### src/rtl/at_seq_accum_pkg.sv
// -----------------------------------------------------------------------------
// at_seq_accum_pkg
// Shared definitions for the multi-beat sequencer / accumulator and its
// saturating adder tree.
//   - FSM state encoding (ST_IDLE, ST_RUN, ST_OUT)
//   - sat_add(): unsigned saturating add, reused by the tree nodes and by the
//     beat accumulator so both saturate identically.
// -----------------------------------------------------------------------------
package at_seq_accum_pkg;

    // Width of the generic operands of sat_add(); callers zero-extend into it
    // and truncate the result back to their own width (which must be < SAT_W).
    localparam int SAT_W = 32;

    typedef logic [1:0] state_t;

    localparam state_t ST_IDLE = 2'd0;
    localparam state_t ST_RUN  = 2'd1;
    localparam state_t ST_OUT  = 2'd2;

    // Saturating add of two width-bit unsigned values. The sum is formed one
    // bit wider than the operands; any bit at or above position 'width' is the
    // carry out and means the result clamps to 2^width-1.
    function automatic logic [SAT_W-1:0] sat_add(
        input logic [SAT_W-1:0] a,
        input logic [SAT_W-1:0] b,
        input int               width
    );
        logic [SAT_W:0] sum;
        logic [SAT_W:0] max_val;
        sum     = {1'b0, a} + {1'b0, b};
        max_val = ((SAT_W + 1)'(1) << width) - (SAT_W + 1)'(1);
        if ((sum >> width) != '0) begin
            return max_val[SAT_W-1:0];
        end
        return sum[SAT_W-1:0];
    endfunction

endpackage

### src/rtl/at_seq_accum_tree.sv
// -----------------------------------------------------------------------------
// at_seq_accum_tree
// Combinational saturating adder tree (AT). Sums LENGTH unsigned lanes of
// DATA_WIDTH bits; every tree node saturates at 2^DATA_WIDTH-1.
// Ports:
//   in_data  in  DATA_WIDTH*LENGTH  lane vector, lane 0 in the MSBs
//   sum      out DATA_WIDTH         saturated sum of all lanes
// -----------------------------------------------------------------------------
module at_seq_accum_tree
    import at_seq_accum_pkg::*;
#(
    parameter int DATA_WIDTH = 8,
    parameter int LENGTH     = 16
) (
    input  logic [DATA_WIDTH*LENGTH-1:0] in_data,
    output logic [DATA_WIDTH-1:0]        sum
);

    // Tree is built over the next power of two; missing leaves are zero.
    localparam int LEVELS = (LENGTH > 1) ? $clog2(LENGTH) : 0;
    localparam int P      = 1 << LEVELS;

    logic [DATA_WIDTH-1:0] lane [0:LENGTH-1];
    logic [DATA_WIDTH-1:0] work [0:P-1];

    generate
        for (genvar gi = 0; gi < LENGTH; gi++) begin : g_lane
            assign lane[gi] = in_data[(LENGTH-1-gi)*DATA_WIDTH +: DATA_WIDTH];
        end
    endgenerate

    // Pairwise in-place reduction: at each level node k takes nodes 2k and
    // 2k+1 of the previous level. Ascending k never overwrites an entry that
    // is still to be read in the same level.
    always_comb begin
        for (int k = 0; k < P; k++) begin
            work[k] = '0;
        end
        for (int k = 0; k < LENGTH; k++) begin
            work[k] = lane[k];
        end
        for (int l = 0; l < LEVELS; l++) begin
            for (int k = 0; k < P / 2; k++) begin
                if (k < (P >> (l + 1))) begin
                    work[k] = DATA_WIDTH'(sat_add(SAT_W'(work[2*k]),
                                                  SAT_W'(work[2*k+1]),
                                                  DATA_WIDTH));
                end
            end
        end
    end

    assign sum = work[0];

endmodule

### src/rtl/at_seq_accum.sv
// -----------------------------------------------------------------------------
// at_seq_accum
// Multi-beat sequencer and saturating accumulator around one AT instance.
// A job of num_beats lane vectors is reduced beat by beat and the beat sums
// are accumulated with saturation; the final sum is offered on valid/ready.
// Ports:
//   clk, rst            clock (rising edge), asynchronous active-high reset
//   start, num_beats    job request (honoured only in IDLE), beat count
//   flush               synchronous abort back to IDLE, drops any result
//   busy                high in RUN and OUT
//   err                 one-cycle pulse for a start with an illegal num_beats
//   in_valid/in_ready   input beat handshake, in_data lane vector
//   out_valid/out_ready result handshake, out_sum saturated job sum
// -----------------------------------------------------------------------------
module at_seq_accum
    import at_seq_accum_pkg::*;
#(
    parameter  int DATA_WIDTH = 8,
    parameter  int LENGTH     = 16,
    parameter  int MAX_BEATS  = 64,
    localparam int CNT_W      = $clog2(MAX_BEATS + 1)
) (
    input  logic                         clk,
    input  logic                         rst,
    input  logic                         start,
    input  logic [CNT_W-1:0]             num_beats,
    input  logic                         flush,
    output logic                         busy,
    output logic                         err,
    input  logic                         in_valid,
    output logic                         in_ready,
    input  logic [DATA_WIDTH*LENGTH-1:0] in_data,
    output logic                         out_valid,
    input  logic                         out_ready,
    output logic [DATA_WIDTH-1:0]        out_sum
);

    state_t                state_q, state_d;
    logic [DATA_WIDTH-1:0] acc_q, acc_d;
    logic [CNT_W-1:0]      cnt_q, cnt_d;
    logic [CNT_W-1:0]      nb_q, nb_d;
    logic                  err_q, err_d;

    logic [DATA_WIDTH-1:0] tree_sum;
    logic [DATA_WIDTH-1:0] acc_sum;
    logic [CNT_W-1:0]      cnt_inc;
    logic                  nb_legal;

    at_seq_accum_tree #(
        .DATA_WIDTH (DATA_WIDTH),
        .LENGTH     (LENGTH)
    ) u_tree (
        .in_data (in_data),
        .sum     (tree_sum)
    );

    assign acc_sum  = DATA_WIDTH'(sat_add(SAT_W'(acc_q), SAT_W'(tree_sum), DATA_WIDTH));
    assign cnt_inc  = cnt_q + CNT_W'(1);
    assign nb_legal = (num_beats != '0) && (num_beats <= CNT_W'(MAX_BEATS));

    always_comb begin
        state_d = state_q;
        acc_d   = acc_q;
        cnt_d   = cnt_q;
        nb_d    = nb_q;
        err_d   = 1'b0;
        // flush wins over start and over a beat accepted in the same cycle
        if (flush) begin
            state_d = ST_IDLE;
            acc_d   = '0;
            cnt_d   = '0;
        end else begin
            case (state_q)
                ST_IDLE: begin
                    if (start) begin
                        if (nb_legal) begin
                            nb_d    = num_beats;
                            acc_d   = '0;
                            cnt_d   = '0;
                            state_d = ST_RUN;
                        end else begin
                            err_d = 1'b1;
                        end
                    end
                end
                ST_RUN: begin
                    if (in_valid) begin
                        acc_d = acc_sum;
                        cnt_d = cnt_inc;
                        if (cnt_inc == nb_q) begin
                            state_d = ST_OUT;
                        end
                    end
                end
                ST_OUT: begin
                    // start in the handshake cycle is deliberately not looked at
                    if (out_ready) begin
                        state_d = ST_IDLE;
                    end
                end
                default: begin
                    state_d = ST_IDLE;
                end
            endcase
        end
    end

    always_ff @(posedge clk or posedge rst) begin
        if (rst) begin
            state_q <= ST_IDLE;
            acc_q   <= '0;
            cnt_q   <= '0;
            nb_q    <= '0;
            err_q   <= 1'b0;
        end else begin
            state_q <= state_d;
            acc_q   <= acc_d;
            cnt_q   <= cnt_d;
            nb_q    <= nb_d;
            err_q   <= err_d;
        end
    end

    assign busy      = (state_q != ST_IDLE);
    assign in_ready  = (state_q == ST_RUN);
    assign out_valid = (state_q == ST_OUT);
    assign out_sum   = acc_q;
    assign err       = err_q;

endmodule

### config.mk
export PLATFORM = sky130hd
export DESIGN_NAME = at_seq_accum
export DESIGN_NICKNAME = d
export VERILOG_FILES = /design/src/rtl/at_seq_accum_pkg.sv /design/src/rtl/at_seq_accum_tree.sv /design/src/rtl/at_seq_accum.sv
export SDC_FILE = /design/constraint.sdc
export NUM_CORES = 1
export LEC_CHECK = 0
export BUFFER_PORTS_ARGS = -buffer_cell sky130_fd_sc_hd__buf_2
export CORE_ASPECT_RATIO = 1.4
export CORE_UTILIZATION = 30
export DETAILED_ROUTE_END_ITERATION = 16
export PLACE_DENSITY = 0.59
export RECOVER_POWER = 100
export SYNTH_ARGS = -nofsm -noshare
export SYNTH_HDL_FRONTEND = slang
export SYNTH_HIERARCHICAL = 1
export SYNTH_SLANG_ARGS = --single-unit
### constraint.sdc
create_clock -name clk -period 5.3 [get_ports clk]
set_input_delay 1.06 -clock clk [delete_from_list [all_inputs] [get_ports clk]]
set_output_delay 1.06 -clock clk [all_outputs]
set_load 0.01 [all_outputs]
# Word level (Yosys, flattened, before mapping)
# Cells that the tools add are included.
[word_totals]
reg_bits = 25
in_bits = 141
[op_classes]
n_mux = 69
order_cmp = 1
reduce_logical = 24
n_eq_ne = 8
n_bitwise = 1
addsub = 17
[ops]
columns = ["operator", "n"]
rows = [
  ["33-bit nonzero test", 16],
  ["8-bit two-way mux", 36],
  ["8-bit by 8-bit adder with 9-bit output", 16],
  ["7-bit two-way mux", 4],
  ["1-bit two-way mux", 20],
  ["8-bit one-hot mux with 2 select lines", 1],
  ["7-bit one-hot mux with 2 select lines", 1],
  ["2-bit two-way mux", 6],
  ["3-bit != test, second input constant", 3],
  ["4-bit AND reduction", 2],
  ["7-bit by 1-bit adder with 7-bit output, second input constant", 1],
  ["7-bit == test", 1],
  ["7-bit less-or-equal comparator, second input constant", 1],
  ["7-bit nonzero test", 1],
  ["3-bit by 2-bit != test with 1-bit output, second input constant", 2],
  ["2-bit one-hot mux with 3 select lines", 1],
  ["5-bit AND reduction", 1],
  ["3-bit nonzero test", 1],
  ["2-bit by 1-bit == test with 1-bit output, second input constant", 1],
  ["2-bit == test, second input constant", 1],
  ["2-bit logical NOT", 1],
  ["2-bit nonzero test", 1],
  ["1-bit logical AND", 1],
  ["1-bit NOT", 1],
]

# Longest topological paths before layout
# Gate-level depths: netlist of run 1.
[logic_depth]
word_depth = 23
depth_mapped = 35
depth_no_buf = 35

# Cells and area by module
# Netlist of run 1, hierarchy kept.
[by_module_without_submodules]
columns = ["mod", "seq_area_each_um2", "area_per_inst_um2", "cells_per_inst", "n_inst"]
rows = [
  ["at_seq_accum_tree", 0.0, 5183.7, 655, 1],
  ["at_seq_accum", 625.6, 1606.5, 173, 1],
]

# Worst setup path after synthesis of run 1
# OpenSTA, ideal clock, no wires.
[synth_path]
path_type = "input -> register"
startpoint = "in in_data[32]"
endpoint = "reg acc_q[7] (netlist: out_sum[7])"
t_required_ns = 5.182
n_path_buf = 0
arrival_ns = 9.064
setup_time_ns = 0.118
setup_slack_ns = -3.882
path_stages = 35
cell_sequence = "ha_1 > fa_1 > a211oi_2 > nor2_1 > o311a_1 > a211oi_4 > nand2b_1 > ha_1 > fa_1 > a211oi_1 > o21bai_1 > a21o_1 > a31oi_4 > nand2b_1 > ha_1 > fa_1 > a211oi_1 > o21bai_1 > a21oi_1 > o2bb2ai_1 > nand2b_1 > ha_1 > fa_1 > a211oi_1 > o21bai_1 > nand3_1 > a31o_2 > nand2b_1 > ha_1 > fa_1 > a211oi_1 > nor2_1 > o22a_1 > o41a_1 > a21o_1"
[synth_between]
elab_chain_cells = 23
[synth_lines]
columns = ["item", "line", "rtl"]
rows = [
  ["from (decl)", "at_seq_accum.sv:32", "input logic [DATA_WIDTH*LENGTH-1:0] in_data,"],
  ["8-bit by 8-bit adder with 9-bit output *", "at_seq_accum_pkg.sv:31", "sum = {1'b0, a} + {1'b0, b};"],
  ["33-bit nonzero test", "at_seq_accum_pkg.sv:33", "if ((sum >> width) != '0) begin"],
  ["1-bit two-way mux", "at_seq_accum_pkg.sv:33", ""],
  ["8-bit two-way mux *", "at_seq_accum_pkg.sv:36", "return sum[SAT_W-1:0];"],
  ["8-bit by 8-bit adder with 9-bit output *", "at_seq_accum_pkg.sv:31", ""],
  ["33-bit nonzero test", "at_seq_accum_pkg.sv:33", ""],
  ["1-bit two-way mux", "at_seq_accum_pkg.sv:33", ""],
  ["8-bit two-way mux *", "at_seq_accum_pkg.sv:36", ""],
  ["[8 not listed]", "-", ""],
  ["named net tree_sum[0]", "at_seq_accum.sv:44", "logic [DATA_WIDTH-1:0] tree_sum;"],
  ["8-bit by 8-bit adder with 9-bit output *", "at_seq_accum_pkg.sv:31", ""],
  ["33-bit nonzero test", "at_seq_accum_pkg.sv:33", ""],
  ["1-bit two-way mux", "at_seq_accum_pkg.sv:33", ""],
  ["8-bit two-way mux *", "at_seq_accum_pkg.sv:36", ""],
  ["8-bit two-way mux *", "at_seq_accum.sv:87", "if (in_valid) begin"],
  ["8-bit one-hot mux with 2 select lines *", "at_seq_accum.sv:73", "case (state_q)"],
  ["8-bit two-way mux *", "at_seq_accum.sv:68", "if (flush) begin"],
  ["to (signal assigned)", "at_seq_accum.sv:111", "acc_q <= '0;"],
  ["to (signal assigned)", "at_seq_accum.sv:117", "acc_q <= acc_d;"],
  ["to (decl)", "at_seq_accum.sv:39", "logic [DATA_WIDTH-1:0] acc_q, acc_d;"],
]
# The timed path passes the listed nets; every way through them passes the cells marked *. The select of a mux whose other input is x is not followed.
# A chain may end at the register's enable or synchronous reset.

# Final worst setup path of run 1
[layout_path]
startpoint = "in in_data[120]"
endpoint = "reg acc_q[7] (netlist: out_sum[7])"
# Same word-level chain as after synthesis.

==> results of run 1 <==
[worst max-delay path by stage]
stage	start	to	slack (ns)
after detailed placement	in_data[112]	out_sum[7]$_DFFE_PP0P_	-3.24
after global placement	in_data[112]	out_sum[7]$_DFFE_PP0P_	-3.14
final	in_data[120]	out_sum[7]$_DFFE_PP0P_	-2.91
after floorplan	in_data[96]	out_sum[7]$_DFFE_PP0P_	-3.03
after CTS	in_data[120]	out_sum[7]$_DFFE_PP0P_	-2.90
after global routing	in_data[96]	out_sum[7]$_DFFE_PP0P_	-3.29
[kinds of logic (layout without fill, tap and decap cells)]
kind of cell,count (synthesis),after routing,synth area share
xor+xnor,65,65,0.0838
simple gates,253,253,0.182
fa+ha+maj,145,145,0.285
flops,25,25,0.0921
mux,9,9,0.0146
compound gates,318,318,0.334
buf+inv,13,504,0.00848
[worst max-delay path, delay by kind of cell]
kind	cells	cell delay, ns
adders and majority gates	8	2.20
and+or+nand+nor	7	0.66
AOI/OAI and AO/OA	16	3.79
buffers and inverters	5	0.62
[layer usage]
metal / wire length (um) / track usage / up-vias / share of wire
met2: 10900 / 0.345 / 102 / 0.57
met1: 7770 / 0.170 / 3700 / 0.41
li1: - / - / 4137 / -
met3: 232 / 0.00297 / 18 / 0.012
met4: 189 / 0.0268 / 0 / 0.0099
met5: 0 / 0 / - / 0
[placed cells by master (no fill, tap or decap), drive strengths merged, types with 9 or more instances in the layout]
cell type / count
buf: 476
ha: 129
nand2: 83
o21ai: 77
a211oi: 67
nor2: 58
a21oi: 46
xnor2: 35
a21o: 33
nand2b: 33
o21bai: 32
xor2: 30
dfrtp: 25
nand3: 24
clkbuf: 17
fa: 16
nor3: 11
o21a: 11
or3: 10
inv: 10
nor3b: 9
nor4b: 9
a31oi: 9
[power groups by stage]
| stage | clock, mW | sequential (mW) | combinational [mW] |
|---|---|---|---|
| finish | 0.169 | 0.233 | 3.97 |
| global route | 0.182 | 0.236 | 4.42 |
| CTS | 0.174 | 0.233 | 3.81 |
| detailed placement | 0 | 0.236 | 3.72 |
| global placement | 0 | 0.236 | 3.68 |
| floorplan | 0 | 0.235 | 2.05 |
[area by class of cell]
cell class                 instances  area [um2]
clock buffer                       3        75.1
tap                              297         372
fill                            2189       11300
clock inverter                     1        7.51
timing repair buffer             490        3310
sequential                        25         626
inverter                          10        37.5
multi-input combinational        790        6320
[stage by stage]
step / worst slack, ns / hold WS (ns) / util / std cells
2_1_floorplan: -3.03 / 0.501 / - / 828
3_3_place_gp: -3.14 / 0.507 / 0.469 / 1580
3_5_place_dp: -3.24 / 0.510 / 0.469 / 1580
4_1_cts: -2.90 / 0.524 / 0.482 / 1607
5_1_grt: -3.29 / 0.553 / 0.488 / 1616
6_report: -2.91 / 0.531 / 0.488 / 1616
[state kept, by name (all words and copies together), names as in the netlist]
register / count
err: 1
out_sum: 8
nb_q: 7
cnt_q: 7
state_q: 2
[timing repair]
item	CTS	global route
gates resized for setup	11	23
pin swaps	7	20
setup buffers	23	9
cloned	0	0
endpoints found under the setup margin	8	8
==> impl_metrics.json, run 1 <==
{
  "outcome": "complete, but fails checks",
  "violations": "negative setup slack",
  "fin_ws_ns": -2.91,
  "grt_max_degree": 26,
  "place_area_um2": 10300,
  "port_buffers": 152,
  "crit_arrival_ns": 8.36,
  "min_period_over_period": 1.55,
  "synth_area_leader_cell": "ha_1",
  "viasPerCell": 4.92,
  "gr-total-overflow": 0,
  "worst_pin_slew_ns": 0.944,
  "ys_top_cells_by_area": "ha_1 (24%), dfrtp_1 (9.2%), a211oi_1 (5.9%), o21ai_0 (5.2%), fa_1 (4.7%)",
  "synth_area_um2": 6790,
  "cts_buffers": 3,
  "hp-class": "reg2reg",
  "vias": 7957,
  "power.density_nw_per_um2": 407,
  "cts_tree": "done",
  "wl_um": 19100,
  "design.die.area_um2": 23200,
  "drtAntennaViolNets": 0,
  "p_sw_frac": 0.435,
  "min_period_ns": 8.21,
  "layout-area-overhead-vs-synth_pct": 58.3,
  "drive_above_1_share": 0.423,
  "min_to": "out_sum[0]$_DFFE_PP0P_",
  "critPathMaxFanout": 5,
  "pin_count": 153,
  "rr_startpoint": "out_sum[0]$_DFFE_PP0P_",
  "min_from": "out_sum[0]$_DFFE_PP0P_",
  "synth_warnings": 6,
  "yosys.area.top_type_share": 0.238,
  "tns_ns": -22.24,
  "grtUsageTotal": 0.162,
  "rsz0062_at_grt": "true",
  "wl_per_cell_um": 11.8,
  "grt_pass1_wl_um": 32500,
  "dp_hpwl_um": 16900,
  "leakage_nw": 5.16,
  "clockBufferDepth": 2,
  "finalHoldViolCount": 0,
  "final_area_um2": 10700,
  "cts-root-buf": "clkbuf_16",
  "cts_hold_buf": 0,
  "critical_path_required_ns": 5.45,
  "crit_slowest_cell": "o41a_1",
  "place.gp.congestion": 0.803,
  "slew_headroom": 0.370,
  "syn-num-nets": 1114,
  "start_util": 0.308,
  "crit_path_max_incr_delay_ns": 0.40,
  "p_clk_frac": 0.039,
  "synthArstFlopShare": 1.00,
  "combPwrFrac": 0.908,
  "p_int_mw": 2.47,
  "synth_flop_cell": "dfrtp_1",
  "synth_most_common_cell": "ha_1",
  "die_h_um": 180,
  "finalClockSkew_ns": 0.00449,
  "synth_cell_types": 54,
  "p_seq_frac": 0.053,
  "crit_top_cell": "buf_4",
  "fmax_mhz": 122,
  "htreeDepth": 1,
  "r2r_slack_ns": 3.17,
  "initialDrtViolationCount": 149,
  "path_clk_slew_ns": 0.07,
  "numClockSinks": 25,
  "report.final.slew_viol_count": 0,
  "syn_area_per_cell_um2": 8.20,
  "cap_violations": 0,
  "peakVddDrop_mv": 0.263,
  "synth_edf_count": 0,
  "ys_seq_area_frac": 0.0921,
  "netlist_instances": 828,
  "antenna_cells": 0,
  "setup.worst_path.class": "in2reg",
  "total_power_mw": 4.37,
  "antenna_found_initial": 0,
  "synthTopCellsByCount": "ha_1 (129), nand2_1 (83), o21ai_0 (70), nor2_1 (58), a211oi_1 (53)",
  "rr_worst_depth": 7,
  "finalSetupViolCount": 8,
  "rows": 64,
  "ys_seq_elements": 25,
  "grt_pass1_vias": 8094,
  "cp-end-kind": "register",
  "switching_power_mw": 1.90,
  "clk_latency_ns": 0.26,
  "route.detailed.drc": 0,
  "r2r-end": "out_sum[7]$_DFFE_PP0P_",
  "dr.pass1.iters": 6,
  "min_path_cells": 2,
  "die_w_um": 129,
  "nNetsFinal": 1606,
  "startpoint_type": "input pin",
  "coreArea_um2": 22000
}
(Power assumes the default switching activity.)
==> run 2, diff against run 1 <==
--- a/config.mk
+++ b/config.mk
@@ -9,7 +9,7 @@
 export CORE_ASPECT_RATIO = 1.4
 export CORE_UTILIZATION = 30
 export DETAILED_ROUTE_END_ITERATION = 16
-export PLACE_DENSITY = 0.59
+export PLACE_DENSITY = 0.51
 export RECOVER_POWER = 100
 export SYNTH_ARGS = -nofsm -noshare
 export SYNTH_HDL_FRONTEND = slang
==> constraint.sdc (replaced) <==
create_clock -name clk -period 8.4 [get_ports clk]
set_input_delay 1.68 -clock clk [delete_from_list [all_inputs] [get_ports clk]]
set_output_delay 1.68 -clock clk [all_outputs]
set_load 0.01 [all_outputs]
==> run 2 against run 1 <==
Effect of this change: the run still ends with negative setup slack left; utilization shrank 1.6 points; sequential cell count unchanged; clock power down 36%; highest routed layer unchanged.
==> impl_metrics.json, run 2 (synthesized netlist as in run 1, its figures left out) <==
{
  "outcome": "complete, but fails checks",
  "violations": "negative setup slack",
  "path_clk_slew_ns": 0.06,
  "final_area_um2": 10400,
  "crit_arrival_ns": 9.13,
  "antenna_cells": 0,
  "min_period_ns": 8.97,
  "crit_top_cell": "buf_4",
  "mostFrequentLayoutCells": "buf_4 (288), buf_2 (137), ha_1 (121)",
  "fillers": 2174,
  "coreArea_um2": 22000,
  "dr.pass1.iters": 4,
  "die_h_um": 180,
  "layout-area-overhead-vs-synth_pct": 53.2,
  "leakage_nw": 4.94,
  "gr-total-overflow": 0,
  "slew_headroom": 0.359,
  "die_w_um": 129,
  "place_area_um2": 9880,
  "port_buffers": 152,
  "cts-root-buf": "clkbuf_16",
  "clk_latency_ns": 0.26,
  "grt_pass1_wl_um": 31900,
  "grtUsageTotal": 0.161,
  "viasPerCell": 4.87,
  "crit_slowest_cell": "o41a_1",
  "pin_count": 153,
  "design.die.area_um2": 23200,
  "cts_tree": "done",
  "peakVddDrop_mv": 0.151,
  "startpoint_type": "input pin",
  "htreeDepth": 1,
  "dp_hpwl_um": 16400,
  "wl_um": 18700,
  "crit_path_max_incr_delay_ns": 0.41,
  "cts_hold_buf": 0,
  "power.density_nw_per_um2": 262,
  "cts_buffers": 3,
  "cap_violations": 0,
  "critical_path_required_ns": 8.55,
  "finalHoldViolCount": 0,
  "min_period_over_period": 1.07,
  "largest_reg_flops": 8,
  "cp-end-kind": "register",
  "setup.worst_path.class": "in2reg",
  "wl_per_cell_um": 11.9,
  "rows": 64,
  "antenna_found_initial": 0,
  "rsz0062_at_grt": "true",
  "mostFrequentLayoutCell": "buf_4",
  "worst_pin_slew_ns": 0.960,
  "nNetsFinal": 1558,
  "start_util": 0.308,
  "r2r_slack_ns": 6.20,
  "clockBufferDepth": 2,
  "route.detailed.drc": 0,
  "report.final.slew_viol_count": 0,
  "grt_max_degree": 26,
  "place.gp.congestion": 0.781,
  "grt_pass1_vias": 7713,
  "critPathMaxFanout": 4,
  "initialDrtViolationCount": 217,
  "fmax_mhz": 111,
  "numClockSinks": 25,
  "drtAntennaViolNets": 0,
  "drive_above_1_share": 0.406,
  "finalClockSkew_ns": 0.00508,
  "fin_ws_ns": -0.573,
  "tns_ns": -3.09,
  "hp-class": "reg2reg",
  "vias": 7638,
  "finalSetupViolCount": 8
}
[run 2: report_power, final]
group | leakage (nW) | internal [mW] | switching [mW]
combinational | 4.57 | 1.34 | 1.13
sequential | 0.333 | 0.134 | 0.0124
clock | 0.0371 | 0.0647 | 0.0430
total | 4.94 | 1.54 | 1.19
[run 2: worst max-delay path, delay by kind of cell]
family	cells	cell delay, ns
AO/OA/AOI/OAI	16	3.30
adder cells (fa/ha/maj)	9	2.45
buffers and inverters	9	1.08
AND/OR/NAND/NOR	7	0.62
[run 2: per-stage QoR]
stage	cells	hold slack [ns]	utilization	setup WS, ns	power [mW]
after floorplan	828	0.501	-	-0.549	1.44
after global placement	1522	0.500	0.449	-0.680	2.44
final	1568	0.517	0.473	-0.573	2.73
after global routing	1568	0.546	0.473	-0.908	3.04
after detailed placement	1522	0.507	0.449	-0.699	2.44
after CTS	1566	0.519	0.470	-0.403	2.69
[run 2: final cells by class]
| class | count | area [um2] | share of cell area |
|---|---|---|---|
| clock inverters | 1 | 7.51 | 0.000721 |
| repair buffers | 442 | 2940 | 0.283 |
| multi-input cells | 790 | 6350 | 0.610 |
| well taps | 297 | 372 | 0.0357 |
| flip-flops and latches | 25 | 626 | 0.0601 |
| clock buffers | 3 | 75.1 | 0.00721 |
| inverters | 10 | 37.5 | 0.00361 |
[run 2: what timing repair did]
action / in CTS / in global routing
pin swaps: 22 / 35
cloned: 0 / 0
setup endpoints to repair: 8 / 8
buffers inserted: 40 / 4
gates resized for setup: 22 / 17
[run 2: worst paths after layout]
| check | startpoint | end | cells after the start |
|---|---|---|---|
| max in group asynchronous | rst | out_sum[2]$_DFFE_PP0P_ | 2 |
| setup reg to reg | out_sum[0]$_DFFE_PP0P_ | out_sum[7]$_DFFE_PP0P_ | 7 |
| hold / removal | out_sum[7]$_DFFE_PP0P_ | out_sum[7]$_DFFE_PP0P_ | 1 |
| hold reg to reg | out_sum[7]$_DFFE_PP0P_ | out_sum[7]$_DFFE_PP0P_ | 1 |
| min in group asynchronous | rst | out_sum[6]$_DFFE_PP0P_ | 2 |
| setup / recovery | in_data[112] | out_sum[7]$_DFFE_PP0P_ | 41 |
[run 2: per-layer routing]
metal	up-vias	wire, um	part of all wire	global-route usage
met5	-	0	0	0
met4	0	117	0.0063	0.0231
met3	10	313	0.017	0.00505
met2	100	10300	0.55	0.333
met1	3474	7990	0.43	0.177
li1	4054	-	-	-
